===== src/rtl/id_ex_pipe_pkg.sv =====
// Types and constants shared by the ID/EX pipeline register and its hazard unit.
package id_ex_pipe_pkg;

  localparam logic [1:0] WD3_ALU = 2'b00;
  localparam logic [1:0] WD3_IMM = 2'b01;
  localparam logic [1:0] WD3_MEM = 2'b10;

  typedef struct packed {
    logic       we3;
    logic       we_flags;
    logic       s_mem_in;
    logic       s_addr;
    logic [1:0] s_wd3;
    logic [2:0] op_alu;
    logic       read;
    logic       write;
    logic       halted;
  } ctrl_t;

  localparam ctrl_t BUBBLE = '0;

endpackage


===== src/rtl/id_ex_pipe_hazard_detect.sv =====
// Load-use hazard detection: a load in EX whose destination is read by the ID instruction.
module hazard_detect #(
  parameter int REG_AW  = 4,
  parameter int R0_ZERO = 1
) (
  input  logic              valid_ex_i,
  input  logic              read_ex_i,
  input  logic              we3_ex_i,
  input  logic [REG_AW-1:0] rd_ex_i,
  input  logic [REG_AW-1:0] rs1_id_i,
  input  logic [REG_AW-1:0] rs2_id_i,
  input  logic              use_rs1_id_i,
  input  logic              use_rs2_id_i,
  output logic              stall_o
);

  logic hit;
  logic r0_masked;

  assign hit       = (use_rs1_id_i && (rs1_id_i == rd_ex_i)) ||
                     (use_rs2_id_i && (rs2_id_i == rd_ex_i));
  assign r0_masked = (R0_ZERO != 0) && (rd_ex_i == '0);
  assign stall_o   = valid_ex_i && read_ex_i && we3_ex_i && hit && !r0_masked;

endmodule


===== src/rtl/id_ex_pipe.sv =====
// ID/EX pipeline register with load-use stall, bubble insertion, sticky halt and stall counter.
module id_ex_pipe
  import id_ex_pipe_pkg::*;
#(
  parameter int DATA_W  = 16,
  parameter int REG_AW  = 4,
  parameter int CNT_W   = 16,
  parameter int R0_ZERO = 1
) (
  input  logic              clk,
  input  logic              reset,
  input  logic              we3_id,
  input  logic              we_flags_id,
  input  logic              s_mem_in_id,
  input  logic              s_addr_id,
  input  logic [1:0]        s_wd3_id,
  input  logic [2:0]        op_alu_id,
  input  logic              read_id,
  input  logic              write_id,
  input  logic              halted_id,
  input  logic [REG_AW-1:0] rs1_id,
  input  logic [REG_AW-1:0] rs2_id,
  input  logic [REG_AW-1:0] rd_id,
  input  logic              use_rs1_id,
  input  logic              use_rs2_id,
  input  logic [DATA_W-1:0] rd1_id,
  input  logic [DATA_W-1:0] rd2_id,
  input  logic [DATA_W-1:0] imm_id,
  input  logic              flush_ex,
  output logic              stall,
  output logic              we3_ex,
  output logic              we_flags_ex,
  output logic              s_mem_in_ex,
  output logic              s_addr_ex,
  output logic [1:0]        s_wd3_ex,
  output logic [2:0]        op_alu_ex,
  output logic              read_ex,
  output logic              write_ex,
  output logic [REG_AW-1:0] rd_ex,
  output logic [DATA_W-1:0] rd1_ex,
  output logic [DATA_W-1:0] rd2_ex,
  output logic [DATA_W-1:0] imm_ex,
  output logic              valid_ex,
  output logic              cpu_halted,
  output logic [CNT_W-1:0]  stall_count
);

  ctrl_t             ctrl_id, ctrl_d, ctrl_q;
  logic [REG_AW-1:0] rd_d, rd_q;
  logic [DATA_W-1:0] rd1_d, rd1_q, rd2_d, rd2_q, imm_d, imm_q;
  logic              valid_d, valid_q;
  logic              halted_d, halted_q;
  logic [CNT_W-1:0]  cnt_d, cnt_q;
  logic              capture;

  assign ctrl_id = '{we3: we3_id, we_flags: we_flags_id, s_mem_in: s_mem_in_id,
                     s_addr: s_addr_id, s_wd3: s_wd3_id, op_alu: op_alu_id,
                     read: read_id, write: write_id, halted: halted_id};

  hazard_detect #(
    .REG_AW (REG_AW),
    .R0_ZERO(R0_ZERO)
  ) u_hazard (
    .valid_ex_i  (valid_q),
    .read_ex_i   (ctrl_q.read),
    .we3_ex_i    (ctrl_q.we3),
    .rd_ex_i     (rd_q),
    .rs1_id_i    (rs1_id),
    .rs2_id_i    (rs2_id),
    .use_rs1_id_i(use_rs1_id),
    .use_rs2_id_i(use_rs2_id),
    .stall_o     (stall)
  );

  // Flush and stall both collapse to a single bubble; flush simply has priority.
  assign capture = !flush_ex && !stall;

  always_comb begin
    ctrl_d  = capture ? ctrl_id : BUBBLE;
    rd_d    = capture ? rd_id   : '0;
    rd1_d   = capture ? rd1_id  : '0;
    rd2_d   = capture ? rd2_id  : '0;
    imm_d   = capture ? imm_id  : '0;
    valid_d = capture;
    // The captured HALT bit is visible in ctrl_q on the capture edge and is folded
    // into the sticky flop on the next edge, so cpu_halted rises with the capture.
    halted_d = halted_q || ctrl_q.halted;
    cnt_d    = (stall && (cnt_q != '1)) ? cnt_q + CNT_W'(1) : cnt_q;
  end

  always_ff @(posedge clk or negedge reset) begin
    if (!reset) begin
      ctrl_q   <= BUBBLE;
      rd_q     <= '0;
      rd1_q    <= '0;
      rd2_q    <= '0;
      imm_q    <= '0;
      valid_q  <= 1'b0;
      halted_q <= 1'b0;
      cnt_q    <= '0;
    end else begin
      ctrl_q   <= ctrl_d;
      rd_q     <= rd_d;
      rd1_q    <= rd1_d;
      rd2_q    <= rd2_d;
      imm_q    <= imm_d;
      valid_q  <= valid_d;
      halted_q <= halted_d;
      cnt_q    <= cnt_d;
    end
  end

  assign we3_ex      = ctrl_q.we3;
  assign we_flags_ex = ctrl_q.we_flags;
  assign s_mem_in_ex = ctrl_q.s_mem_in;
  assign s_addr_ex   = ctrl_q.s_addr;
  assign s_wd3_ex    = ctrl_q.s_wd3;
  assign op_alu_ex   = ctrl_q.op_alu;
  assign read_ex     = ctrl_q.read;
  assign write_ex    = ctrl_q.write;
  assign rd_ex       = rd_q;
  assign rd1_ex      = rd1_q;
  assign rd2_ex      = rd2_q;
  assign imm_ex      = imm_q;
  assign valid_ex    = valid_q;
  assign cpu_halted  = halted_q || ctrl_q.halted;
  assign stall_count = cnt_q;

endmodule

===== config.mk =====
export PLATFORM = sky130hd
export DESIGN_NAME = id_ex_pipe
export DESIGN_NICKNAME = d
export VERILOG_FILES = /design/src/rtl/id_ex_pipe_pkg.sv /design/src/rtl/id_ex_pipe_hazard_detect.sv /design/src/rtl/id_ex_pipe.sv
export SDC_FILE = /design/constraint.sdc
export NUM_CORES = 1
export LEC_CHECK = 0
export BUFFER_PORTS_ARGS = -buffer_cell sky130_fd_sc_hd__buf_4
export CAP_MARGIN = 10
export CORE_ASPECT_RATIO = 0.6
export CORE_MARGIN = 2
export CORE_UTILIZATION = 37
export DETAILED_ROUTE_END_ITERATION = 8
export HOLD_SLACK_MARGIN = 0.02
export PLACE_DENSITY = 0.67
export SETUP_SLACK_MARGIN = 0.3
export SYNTH_ARGS = -nofsm -noshare
export SYNTH_HDL_FRONTEND = slang
export SYNTH_SLANG_ARGS = --single-unit

===== constraint.sdc =====
create_clock -name clk -period 3.03 [get_ports clk]
set_clock_uncertainty 0.2 [all_clocks]
set_input_delay 0.303 -clock clk [delete_from_list [all_inputs] [get_ports clk]]
set_output_delay 0.303 -clock clk [all_outputs]
set_load 0.005 [all_outputs]

==> out/qor.txt, run 1 <==
post-synthesis cell type with the largest combined area = sky130_fd_sc_hd__dfrtp_1
most frequent cells in the layout = sky130_fd_sc_hd__buf_4, sky130_fd_sc_hd__dfrtp_1, sky130_fd_sc_hd__dlygate4sd3_1
Root Buffer Master = sky130_fd_sc_hd__clkbuf_16
Register-to-Register Setup Slack = 0.83 ns
detailed-route vias per instance = 4.36
initial core utilization = 0.386
unique cell type count in the Yosys netlist = 31
beginning of the critical path = rd_ex[3]
r2r worst-path depth = 8
drt drc = 0
Post-Place Cells = 492
flip-flop and latch count after synthesis = 82
area delta synth->final = 71.5%
Clock Tree Buf Depth = 2
total CTS buffers = 9
dominant cell type by count on the critical path = sky130_fd_sc_hd__buf_4
register clock-pin slew on the reported worst setup and hold paths = 0.06 ns
Data arrival, critical path = 1.87 ns
Cell Chain, Critical Path = xor2_1 -> nor3_1 -> and4_1 -> a31o_1 -> buf_4 -> buf_4
fraction of synthesis flops using an asynchronous set or reset pin = 1.00
initial DRC count = 136
fraction of final layout cells with drive strength greater than 1 = 0.387
final-report hold violation count = 0
pin count of the biggest net entering global routing = 83
RSZ-0062 raised after global routing = false
Post-CTS Resized = 0
shortest clock period the worst path allows after layout = 2.38 ns
count of input and output buffers = 158
Synth Instances = 238
number of top-level pins = 159
number of enable flip-flop cells after synthesis = 0
Post-Syn Nets = 316
via count = 2,500
Sink Count = 82
global router's overall resource usage = 0.179
worst-path cell with the longest stage delay = sky130_fd_sc_hd__dfrtp_1
aggregate routed wire length = 7950 µm
number of warnings reported in the yosys synthesis log = 0
CP peak stage delay = 0.44 ns
end-of-flow core utilization = 0.662
Max Fanout on Critical Path = 19
area of the die = 0.00910 mm²
standard cell core area = 0.00798 mm²
CP endpoint kind = output port
wire length of the first global-routing pass = 12,100 µm
HPWL reported at the end of detailed placement = 5080 µm
share of Yosys cell area claimed by the top area cell type = 0.666
floorplan row count = 25
nets@finish = 538
type of the worst setup path = register to output port
end point of the critical path = stall
CTS tree = built
worst-skew pair later-pin latency = 0.33 ns
overall overflow remaining after global route = 0
level count of the clock H-tree = 3
WL/cell = 13.9 µm
sum of negative setup slack = 0 ns
antenna diode count = 0
drt pass-1 iters = 4
final antenna-violating net count = 0
dominant cells by area after synthesis = sky130_fd_sc_hd__dfrtp_1, sky130_fd_sc_hd__and2_1, sky130_fd_sc_hd__xnor2_1, sky130_fd_sc_hd__buf_6, sky130_fd_sc_hd__nand3_1
launching point of the worst reg2reg path = rd_ex[0]
max-capacitance violation count = 0
Synth Flop Type = sky130_fd_sc_hd__dfrtp_1
share of synthesized area occupied by flip-flops and latches = 0.666
count of fill cells added during filler insertion = 616
area of combinational cells with multiple inputs = 883 µm²
horizontal extent of the die = 122 µm
PnR Total Power = 2.65 mW
via count of the first global-routing pass = 2,435
kind of launch point of the worst setup path = register
data required time at the worst endpoint = 2.53 ns
initial antenna violation count = 0
cell area after synthesis = 0.00308 mm²
worst relative slew slack = 0.316
DIE HEIGHT = 74.7 µm
leading cell type in the layout, fill and taps excluded = sky130_fd_sc_hd__buf_4
result of the run = finished clean
Post-Layout Cell Count = 573
Final GP Congestion = 0.752
Pwr per Cell Area = 502 mW/mm²
post-synthesis area per instance = 12.9 µm²
final worst-path cycle share = 0.784
final-report max-slew violation count = 0
FF-to-FF End = rd2_ex[15]
Achievable Freq = 0.421 GHz
Sequential Area = 0.00205 mm²
type of the worst min-delay path = primary input to register
worst ir drop on vdd = 0.000373 V
Setup violations, final = 0
Leak = 2.64 nW
Worst-Margin Slew = 1.03 ns
cell usage after synthesis, types with 2 or more instances:
cell	count
sky130_fd_sc_hd__nor2_1	4
sky130_fd_sc_hd__xor2_1	4
sky130_fd_sc_hd__buf_4	5
sky130_fd_sc_hd__nand4_1	5
sky130_fd_sc_hd__nor4_1	2
sky130_fd_sc_hd__inv_1	4
sky130_fd_sc_hd__and2_1	64
sky130_fd_sc_hd__nor3_1	4
sky130_fd_sc_hd__nand2_1	6
sky130_fd_sc_hd__a21oi_1	3
sky130_fd_sc_hd__nand3_1	10
sky130_fd_sc_hd__buf_6	7
sky130_fd_sc_hd__dfrtp_1	82
sky130_fd_sc_hd__buf_2	2
sky130_fd_sc_hd__xnor2_1	14
sky130_fd_sc_hd__and3_1	7
logic make-up (layout without fill, tap and decap cells):
family	after synthesis	after routing	share of synthesized area
fa+ha+maj	1	1	0.00406
flops	82	82	0.666
mux	1	1	0.00366
simple gates	109	109	0.211
xor+xnor	18	18	0.0512
compound gates	8	8	0.0167
buf+inv	19	246	0.0471
worst max-delay path, delay by kind of cell, from the launching register on:
family                 cells  cell delay, ns
AO/OA/AOI/OAI              1            0.10
XOR/XNOR                   1            0.19
buffers and inverters      2            0.38
flip-flops                 1            0.44
AND/OR/NAND/NOR            2            0.44
area by class of cell:
cell class / instances / area share
Clock buffer: 12 / 0.0504
Clock inverter: 4 / 0.0137
Inverter: 4 / 0.00284
Multi-Input combinational cell: 137 / 0.167
Timing Repair Buffer: 226 / 0.352
Tap cell: 108 / 0.0256
Sequential cell: 82 / 0.388
worst min-delay path by stage:
stage,from,end,slack (ns),cells after the start
global placement,ctrl_q[0],halted_q,0.23,1
CTS,flush_ex,valid_ex,0.17,3
detailed placement,ctrl_q[0],halted_q,0.24,1
finish,flush_ex,valid_ex,0.18,3
global route,flush_ex,valid_ex,0.18,3
floorplan,reset,ctrl_q[0],-0.19,0
flip-flops by register name (all words and copies together) (netlist names):
signal       cells
rd1_ex          16
halted_q         1
s_wd3_ex         2
rd_ex            4
read_ex          1
we3_ex           1
s_addr_ex        1
ctrl_q           1
write_ex         1
imm_ex          16
s_mem_in_ex      1
rd2_ex          16
stall_count     16
op_alu_ex        3
we_flags_ex      1
valid_ex         1
layer usage:
layer / vias to the layer above / routed length [µm] / global-route usage / share of wire
met3: 6 / 818 / 0.0841 / 0.10
met2: 105 / 3720 / 0.273 / 0.47
met5: - / 0 / 0 / 0
li1: 1209 / - / - / -
met4: 0 / 68 / 0.0613 / 0.0086
met1: 1180 / 3340 / 0.230 / 0.42
repair_timing:
action / CTS / global route
hold endpoints to repair: 146 / 0
buffers inserted: 0 / 0
setup endpoints to repair: 0 / 0
hold buffers: 65 / 0
power by group:
group	total (mW)	internal, mW	switching [mW]
Clock	1.19	0.787	0.405
Sequential	1.16	1.14	0.0192
Combinational	0.299	0.199	0.100
Total	2.65	2.13	0.524
through the flow:
step                      instance area, µm²  hold slack [ns]  worst slack, ns
after floorplan                         3080           -0.193            0.971
after global routing                    5280            0.184            0.551
after detailed placement                4290            0.237            0.840
final                                   5280            0.180            0.654
after global placement                  4290            0.234            0.874
after CTS                               5280            0.171            0.644
Note: power is estimated with default switching activity, not from simulation.
==> run 2, diff against run 1 <==
--- a/config.mk
+++ b/config.mk
@@ -12,7 +12,7 @@
 export CORE_UTILIZATION = 37
 export DETAILED_ROUTE_END_ITERATION = 8
 export HOLD_SLACK_MARGIN = 0.02
-export PLACE_DENSITY = 0.67
+export PLACE_DENSITY = 0.7
 export SETUP_SLACK_MARGIN = 0.3
 export SYNTH_ARGS = -nofsm -noshare
 export SYNTH_HDL_FRONTEND = slang
==> constraint.sdc (replaced) <==
create_clock -name clk -period 2 [get_ports clk]
set_clock_uncertainty 0.2 [all_clocks]
set_input_delay 0.2 -clock clk [delete_from_list [all_inputs] [get_ports clk]]
set_output_delay 0.2 -clock clk [all_outputs]
set_load 0.005 [all_outputs]
==> out/qor.txt, run 2 (synthesis gave the netlist of run 1 again) <==
register clock-pin slew on the reported worst setup and hold paths = 0.06 ns (about the same)
wire length of the first global-routing pass = 13,800 µm (+14%)
CP peak stage delay = 0.39 ns (-0.05 ns)
Register-to-Register Setup Slack = -0.18 ns (-1.01 ns)
Routed met2 length = 4730 µm (+27%)
final worst setup slack = -0.182 ns (-0.836 ns)
placed instance area = 0.00448 mm² (+4.3%)
hold slack final = 0.0525 ns (-0.127 ns)
count of fill cells added during filler insertion = 562 (-8.8%)
kind of launch point of the worst setup path = register
nets@finish = 569 (+5.8%)
floorplan row count = 25 (unchanged)
Clock Tree Buf Depth = 2 (unchanged)
violated checks = setup timing
Achievable Freq = 0.458 GHz
highest metal layer used by the detailed router = met4
type of the worst min-delay path = primary input to async pin
Root Buffer Master = sky130_fd_sc_hd__clkbuf_16
antenna diode count = 0 (unchanged)
data required time at the worst endpoint = 2.07 ns (-0.46 ns)
initial antenna violation count = 0 (unchanged)
most frequent cells in the layout = sky130_fd_sc_hd__buf_4, sky130_fd_sc_hd__dfrtp_1, sky130_fd_sc_hd__dlygate4sd3_1
total CTS buffers = 9 (unchanged)
HPWL reported at the end of detailed placement = 5480 µm (+8.1%)
level count of the clock H-tree = 3 (unchanged)
end-of-flow core utilization = 0.712 (+0.0499)
CP endpoint kind = register
metal1 wirelength = 3830 µm (+15%)
RSZ-0062 raised after global routing = true
result of the run = finished with violations
Worst-Margin Slew = 0.420 ns (-0.606 ns)
via count = 2,767 (+11%)
final-report hold violation count = 0 (unchanged)
final-report max-slew violation count = 0 (unchanged)
Max Fanout on Critical Path = 13 (-6)
type of the worst setup path = register to register
Buffers & Inverters on Critical Path = 3 (+1)
area delta synth->final = 84.4%
sum of negative setup slack = -8.48 ns (-8.48 ns)
WL/cell = 16.0 µm (+16%)
Setup violations, final = 75 (+75)
launching point of the worst reg2reg path = rd_ex[0]
number of top-level pins = 159 (unchanged)
FF-to-FF End = imm_ex[5]
Sink Count = 82 (unchanged)
initial DRC count = 139 (+2.2%)
area of the die = 0.00910 mm² (unchanged)
pin count of the biggest net entering global routing = 53 (-36%)
worst-path cell with the longest stage delay = sky130_fd_sc_hd__dfrtp_1
CTS tree = built
final worst-path cycle share = 1.09
worst-skew pair later-pin latency = 0.33 ns (about the same)
Final GP Congestion = 0.806 (+7.2%)
Pwr per Cell Area = 670 mW/mm² (+34%)
max-capacitance violation count = 0 (unchanged)
final antenna-violating net count = 0 (unchanged)
via count of the first global-routing pass = 2,780 (+14%)
detailed-route vias per instance = 4.58 (+5.0%)
drt drc = 0 (unchanged)
horizontal extent of the die = 122 µm (unchanged)
Data arrival, critical path = 2.25 ns (+0.38 ns)
r2r worst-path depth = 9 (+1)
standard cell core area = 0.00798 mm² (unchanged)
final std cell area, no fill = 0.00568 mm² (+7.5%)
delay-heaviest family, CP = simple AND/OR/NAND/NOR gates
leading cell type in the layout, fill and taps excluded = sky130_fd_sc_hd__buf_4
aggregate routed wire length = 9680 µm (+22%)
shortest clock period the worst path allows after layout = 2.18 ns
routed length on met3 = 972 µm (+19%)
count of input and output buffers = 158 (unchanged)
DIE HEIGHT = 74.7 µm (unchanged)
fraction of final layout cells with drive strength greater than 1 = 0.488 (+0.101)
Leak = 2.86 nW (+8.3%)
worst ir drop on vdd = 0.000513 V (+38%)
overall overflow remaining after global route = 0 (unchanged)
initial core utilization = 0.386 (unchanged)
drt pass-1 iters = 4 (unchanged)
Cell Chain, Critical Path = nor4_2 -> nor2_1 -> and4_1 -> a31o_1 -> buf_4 -> nor2_4 -> buf_12 -> clkbuf_16 -> and2_1
worst relative slew slack = 0.718 (+0.402)
global router's overall resource usage = 0.205 (+0.0255)
[run 2: timing repair]
action / 4_1_cts / 5_1_grt
gates resized for setup: 4 / 29
pin swaps: 4 / 6
hold endpoints to repair: 147 / 0
hold buffers: 66 / 0
gates cloned: 0 / 5
endpoints found under the setup margin: 82 / 82
setup buffers: 7 / 1
[run 2: worst reg2reg max path, cell delays in order (launching register included)]
cell and delay (ns):
sky130_fd_sc_hd__dfrtp_1 0.39, sky130_fd_sc_hd__nor4_2 0.32, sky130_fd_sc_hd__nor2_1 0.09, sky130_fd_sc_hd__and4_1 0.20, sky130_fd_sc_hd__a31o_1 0.21, sky130_fd_sc_hd__buf_4 0.14, sky130_fd_sc_hd__nor2_4 0.12, sky130_fd_sc_hd__buf_12 0.15
sky130_fd_sc_hd__clkbuf_16 0.17, sky130_fd_sc_hd__and2_1 0.14
[run 2: cell type report]
cell class	count	area, µm²	area share
tap	108	135	0.0238
timing repair buffer	257	2220	0.391
inverter	4	15.0	0.00264
multi-input combinational	137	987	0.174
clock inverter	5	30.0	0.00529
clock buffer	11	243	0.0427
sequential	82	2050	0.361
[run 2: per-layer routing]
| metal | global-route usage | vias up |
|---|---|---|
| met3 | 0.0909 | 17 |
| met1 | 0.240 | 1345 |
| met2 | 0.344 | 133 |
| li1 | - | 1272 |
| met5 | 0 | - |
| met4 | 0.0702 | 0 |
[run 2: through the flow]
stage               std cells  worst slack [ns]  power [mW]
global placement          509          -0.00521        2.15
detailed placement        509           -0.0372        2.16
finish                    604            -0.182        3.81
CTS                       598            -0.147        3.78
floorplan                 238            0.0632        1.88
global route              604            -0.251        3.97
[run 2: worst max path at each step]
stage                endpoint  cells past startpoint             from
2_1_floorplan  stall_count[1]                      6  stall_count[10]
3_3_place_gp   stall_count[1]                      7         rd_ex[2]
3_5_place_dp        rd2_ex[5]                      8         rd_ex[1]
4_1_cts                 stall                      6         rd_ex[3]
5_1_grt             imm_ex[5]                      9         rd_ex[0]
6_report            imm_ex[5]                      9         rd_ex[0]
[run 2: power by group]
group	switching [mW]	leakage, nW	internal [mW]
logic	0.184	1.66	0.367
clock network	0.632	0.131	0.867
registers	0.0285	1.07	1.73
total	0.845	2.86	2.96
==> run 3, diff against run 2 <==
--- a/config.mk
+++ b/config.mk
@@ -5,6 +5,7 @@
 export SDC_FILE = /design/constraint.sdc
 export NUM_CORES = 1
 export LEC_CHECK = 0
+export ABC_AREA = 1
 export BUFFER_PORTS_ARGS = -buffer_cell sky130_fd_sc_hd__buf_4
 export CAP_MARGIN = 10
 export CORE_ASPECT_RATIO = 0.6
@@ -12,7 +13,7 @@
 export CORE_UTILIZATION = 37
 export DETAILED_ROUTE_END_ITERATION = 8
 export HOLD_SLACK_MARGIN = 0.02
-export PLACE_DENSITY = 0.7
+export PLACE_DENSITY = 0.68
 export SETUP_SLACK_MARGIN = 0.3
 export SYNTH_ARGS = -nofsm -noshare
 export SYNTH_HDL_FRONTEND = slang
==> out/qor.txt, run 3 <==
result of the run = finished clean
RSZ-0062 raised after global routing = true
wire length of the first global-routing pass = 16,900 µm (+23%)
HPWL reported at the end of detailed placement = 6550 µm (+19%)
final-report hold violation count = 0 (unchanged)
initial antenna violation count = 0 (unchanged)
number of top-level pins = 159 (unchanged)
post-synthesis area per instance = 8.74 µm² (-32%)
nets@finish = 707 (+24%)
final std cell area, no fill = 0.00591 mm² (+4.0%)
WL/cell = 13.9 µm (-13%)
Post-Syn Nets = 477 (+51%)
drt drc = 0 (unchanged)
number of enable flip-flop cells after synthesis = 0 (unchanged)
sum of negative setup slack = 0 ns (+8.48 ns)
drt pass-1 iters = 4 (unchanged)
Setup violations, final = 0 (-100%)
worst ir drop on vdd = 0.000488 V (-4.9%)
final worst-path cycle share = 0.939 (-0.152)
Achievable Freq = 0.532 GHz (+16%)
Root Buffer Master = sky130_fd_sc_hd__clkbuf_16
Synth Instances = 399 (+68%)
dominant cells by area after synthesis = sky130_fd_sc_hd__dfrtp_1, sky130_fd_sc_hd__nand2_1, sky130_fd_sc_hd__nor2_1, sky130_fd_sc_hd__inv_1, sky130_fd_sc_hd__nand4_1
Clock Tree Buf Depth = 2 (unchanged)
beginning of the critical path = rd_ex[3]
type of the worst setup path = register to output port
Data arrival, critical path = 1.48 ns (-0.77 ns)
total CTS buffers = 9 (unchanged)
most frequent cells after synthesis = sky130_fd_sc_hd__dfrtp_1, sky130_fd_sc_hd__nand2_1, sky130_fd_sc_hd__nor2_1
CP endpoint kind = output port
area of the die = 0.0102 mm² (+13%)
aggregate routed wire length = 10,600 µm (+10%)
CP peak stage delay = 0.42 ns (+0.03 ns)
initial DRC count = 177 (+27%)
level count of the clock H-tree = 3 (unchanged)
final antenna-violating net count = 0 (unchanged)
via count = 3,359 (+21%)
most frequent cells in the layout = sky130_fd_sc_hd__buf_4, sky130_fd_sc_hd__nor2_1, sky130_fd_sc_hd__inv_1, sky130_fd_sc_hd__dfrtp_1, sky130_fd_sc_hd__nand2_1
kind of launch point of the worst setup path = register
floorplan row count = 27 (+8.0%)
Register-to-Register Setup Slack = 0.18 ns (+0.36 ns)
Pwr per Cell Area = 664 mW/mm² (-0.97%)
share of Yosys cell area claimed by the top area cell type = 0.588 (-0.0777)
fraction of synthesis flops using an asynchronous set or reset pin = 1.00 (unchanged)
cell area after synthesis = 0.00349 mm² (+13%)
area delta synth->final = 69.4%
overall overflow remaining after global route = 0 (unchanged)
launching point of the worst reg2reg path = rd_ex[3]
global router's overall resource usage = 0.216 (+0.0107)
worst-skew pair later-pin latency = 0.33 ns (about the same)
data required time at the worst endpoint = 1.60 ns (-0.47 ns)
PnR Total Power = 3.92 mW (+3.0%)
standard cell core area = 0.00916 mm² (+15%)
Synth Flop Type = sky130_fd_sc_hd__dfrtp_1
flip-flop and latch count after synthesis = 82 (unchanged)
worst-path cell with the longest stage delay = sky130_fd_sc_hd__dfrtp_1
final-report max-slew violation count = 0 (unchanged)
r2r worst-path depth = 10 (+1)
share of synthesized area occupied by flip-flops and latches = 0.588 (-0.0777)
number of warnings reported in the yosys synthesis log = 0 (unchanged)
detailed-route vias per instance = 4.40 (-4.0%)
worst relative slew slack = 0.693 (-0.0246)
unique cell type count in the Yosys netlist = 23 (-26%)
Max Fanout on Critical Path = 4 (-9)
Leak = 3.26 nW (+14%)
via count of the first global-routing pass = 3,498 (+26%)
DIE HEIGHT = 79.2 µm (+6.1%)
type of the worst min-delay path = primary input to async pin
fraction of final layout cells with drive strength greater than 1 = 0.334 (-0.154)
end point of the critical path = stall
FF-to-FF End = imm_ex[8]
register clock-pin slew on the reported worst setup and hold paths = 0.06 ns (about the same)
initial core utilization = 0.381 (-0.00530)
horizontal extent of the die = 129 µm (+6.2%)
shortest clock period the worst path allows after layout = 1.88 ns (-0.304 ns)
Worst-Margin Slew = 0.460 ns (+0.0408 ns)
max-capacitance violation count = 0 (unchanged)
pin count of the biggest net entering global routing = 50 (-5.7%)
Sink Count = 82 (unchanged)
post-synthesis cell type with the largest combined area = sky130_fd_sc_hd__dfrtp_1
leading cell type in the layout, fill and taps excluded = sky130_fd_sc_hd__buf_4
CTS tree = built
Final GP Congestion = 0.884 (+9.6%)
placed instance area = 0.00481 mm² (+7.4%)
Cell Chain, Critical Path = inv_2 -> nand2_2 -> nand2_1 -> nor2_1 -> nand3_2 -> nand2_4 -> nand2_4 -> inv_2 -> buf_6
antenna diode count = 0 (unchanged)
count of input and output buffers = 158 (unchanged)
==> run 3: cell count changes after synthesis, sizes merged, moves of 3 or more <==
cell,before,now
a21oi,3,0
and2,64,0
and3,7,0
inv,4,85
nand2,6,83
nand4,5,22
nor2,5,86
nor3,4,1
xnor2,14,6
==> run 3: through the flow <==
step | hold slack (ns) | utilization | std cells | setup slack [ns]
after floorplan | -0.296 | - | 399 | 0.342
after global placement | -0.0221 | 0.526 | 678 | 0.250
after detailed placement | -0.0177 | 0.526 | 678 | 0.172
after CTS | 0.173 | 0.639 | 763 | 0.138
after global routing | 0.186 | 0.645 | 764 | 0.0255
final | 0.154 | 0.645 | 764 | 0.122
==> run 3: repair_timing <==
| action | 4_1_cts | 5_1_grt |
|---|---|---|
| hold endpoints to repair | 97 | 0 |
| gates cloned | 2 | 1 |
| endpoints found under the setup margin | 82 | 82 |
| pin swaps | 2 | 3 |
| gates resized for setup | 6 | 9 |
| hold buffers | 65 | 0 |
| buffers inserted | 2 | 0 |
==> run 3: worst min-delay path by stage <==
| stage | slack [ns] | endpoint |
|---|---|---|
| floorplan | -0.30 | ctrl_q[0] |
| global placement | -0.02 | stall_count[11] |
| detailed placement | -0.02 | stall_count[11] |
| CTS | 0.17 | stall_count[11] |
| global route | 0.19 | rd2_ex[0] |
| finish | 0.15 | stall_count[11] |
==> run 3: worst max-delay path: cells and delay by family, from the launching register on <==
family	cells	cell delay (ns)
and+or+nand+nor	6	0.48
buffers and inverters	3	0.23
DFF	1	0.42
==> run 3: layer usage <==
layer / vias to the layer above / global-route usage / share of wire
met5: - / 0 / 0
met4: 0 / 0.0576 / 0.0087
met3: 10 / 0.0903 / 0.11
met2: 145 / 0.345 / 0.45
met1: 1567 / 0.270 / 0.43
li1: 1637 / - / -
==> run 3: cell type report <==
type | count | area (µm²)
multi-input cells | 216 | 1050
inverters | 85 | 319
clock buffers | 10 | 239
fillers | 731 | 3250
flip-flops and latches | 82 | 2050
repair buffers | 235 | 2020
well taps | 130 | 163
clock inverters | 6 | 57.6
==> run 3: where the power goes <==
part	leakage [nW]	internal, mW	switching [mW]
combinational	2.05	0.330	0.222
sequential	1.07	1.73	0.0287
clock	0.147	0.903	0.709
total	3.26	2.96	0.960
==> run 3: cell families (layout without fill, tap and decap cells) <==
family	after synthesis	count (layout)	share of synthesized area
and+or+nand+nor	203	203	0.254
AOI/OAI and AO/OA	3	3	0.00646
adders and majority gates	1	1	0.00359
xor gates and xnor gates	9	9	0.0226
DFF	82	82	0.588
buffers and inverters	101	336	0.125
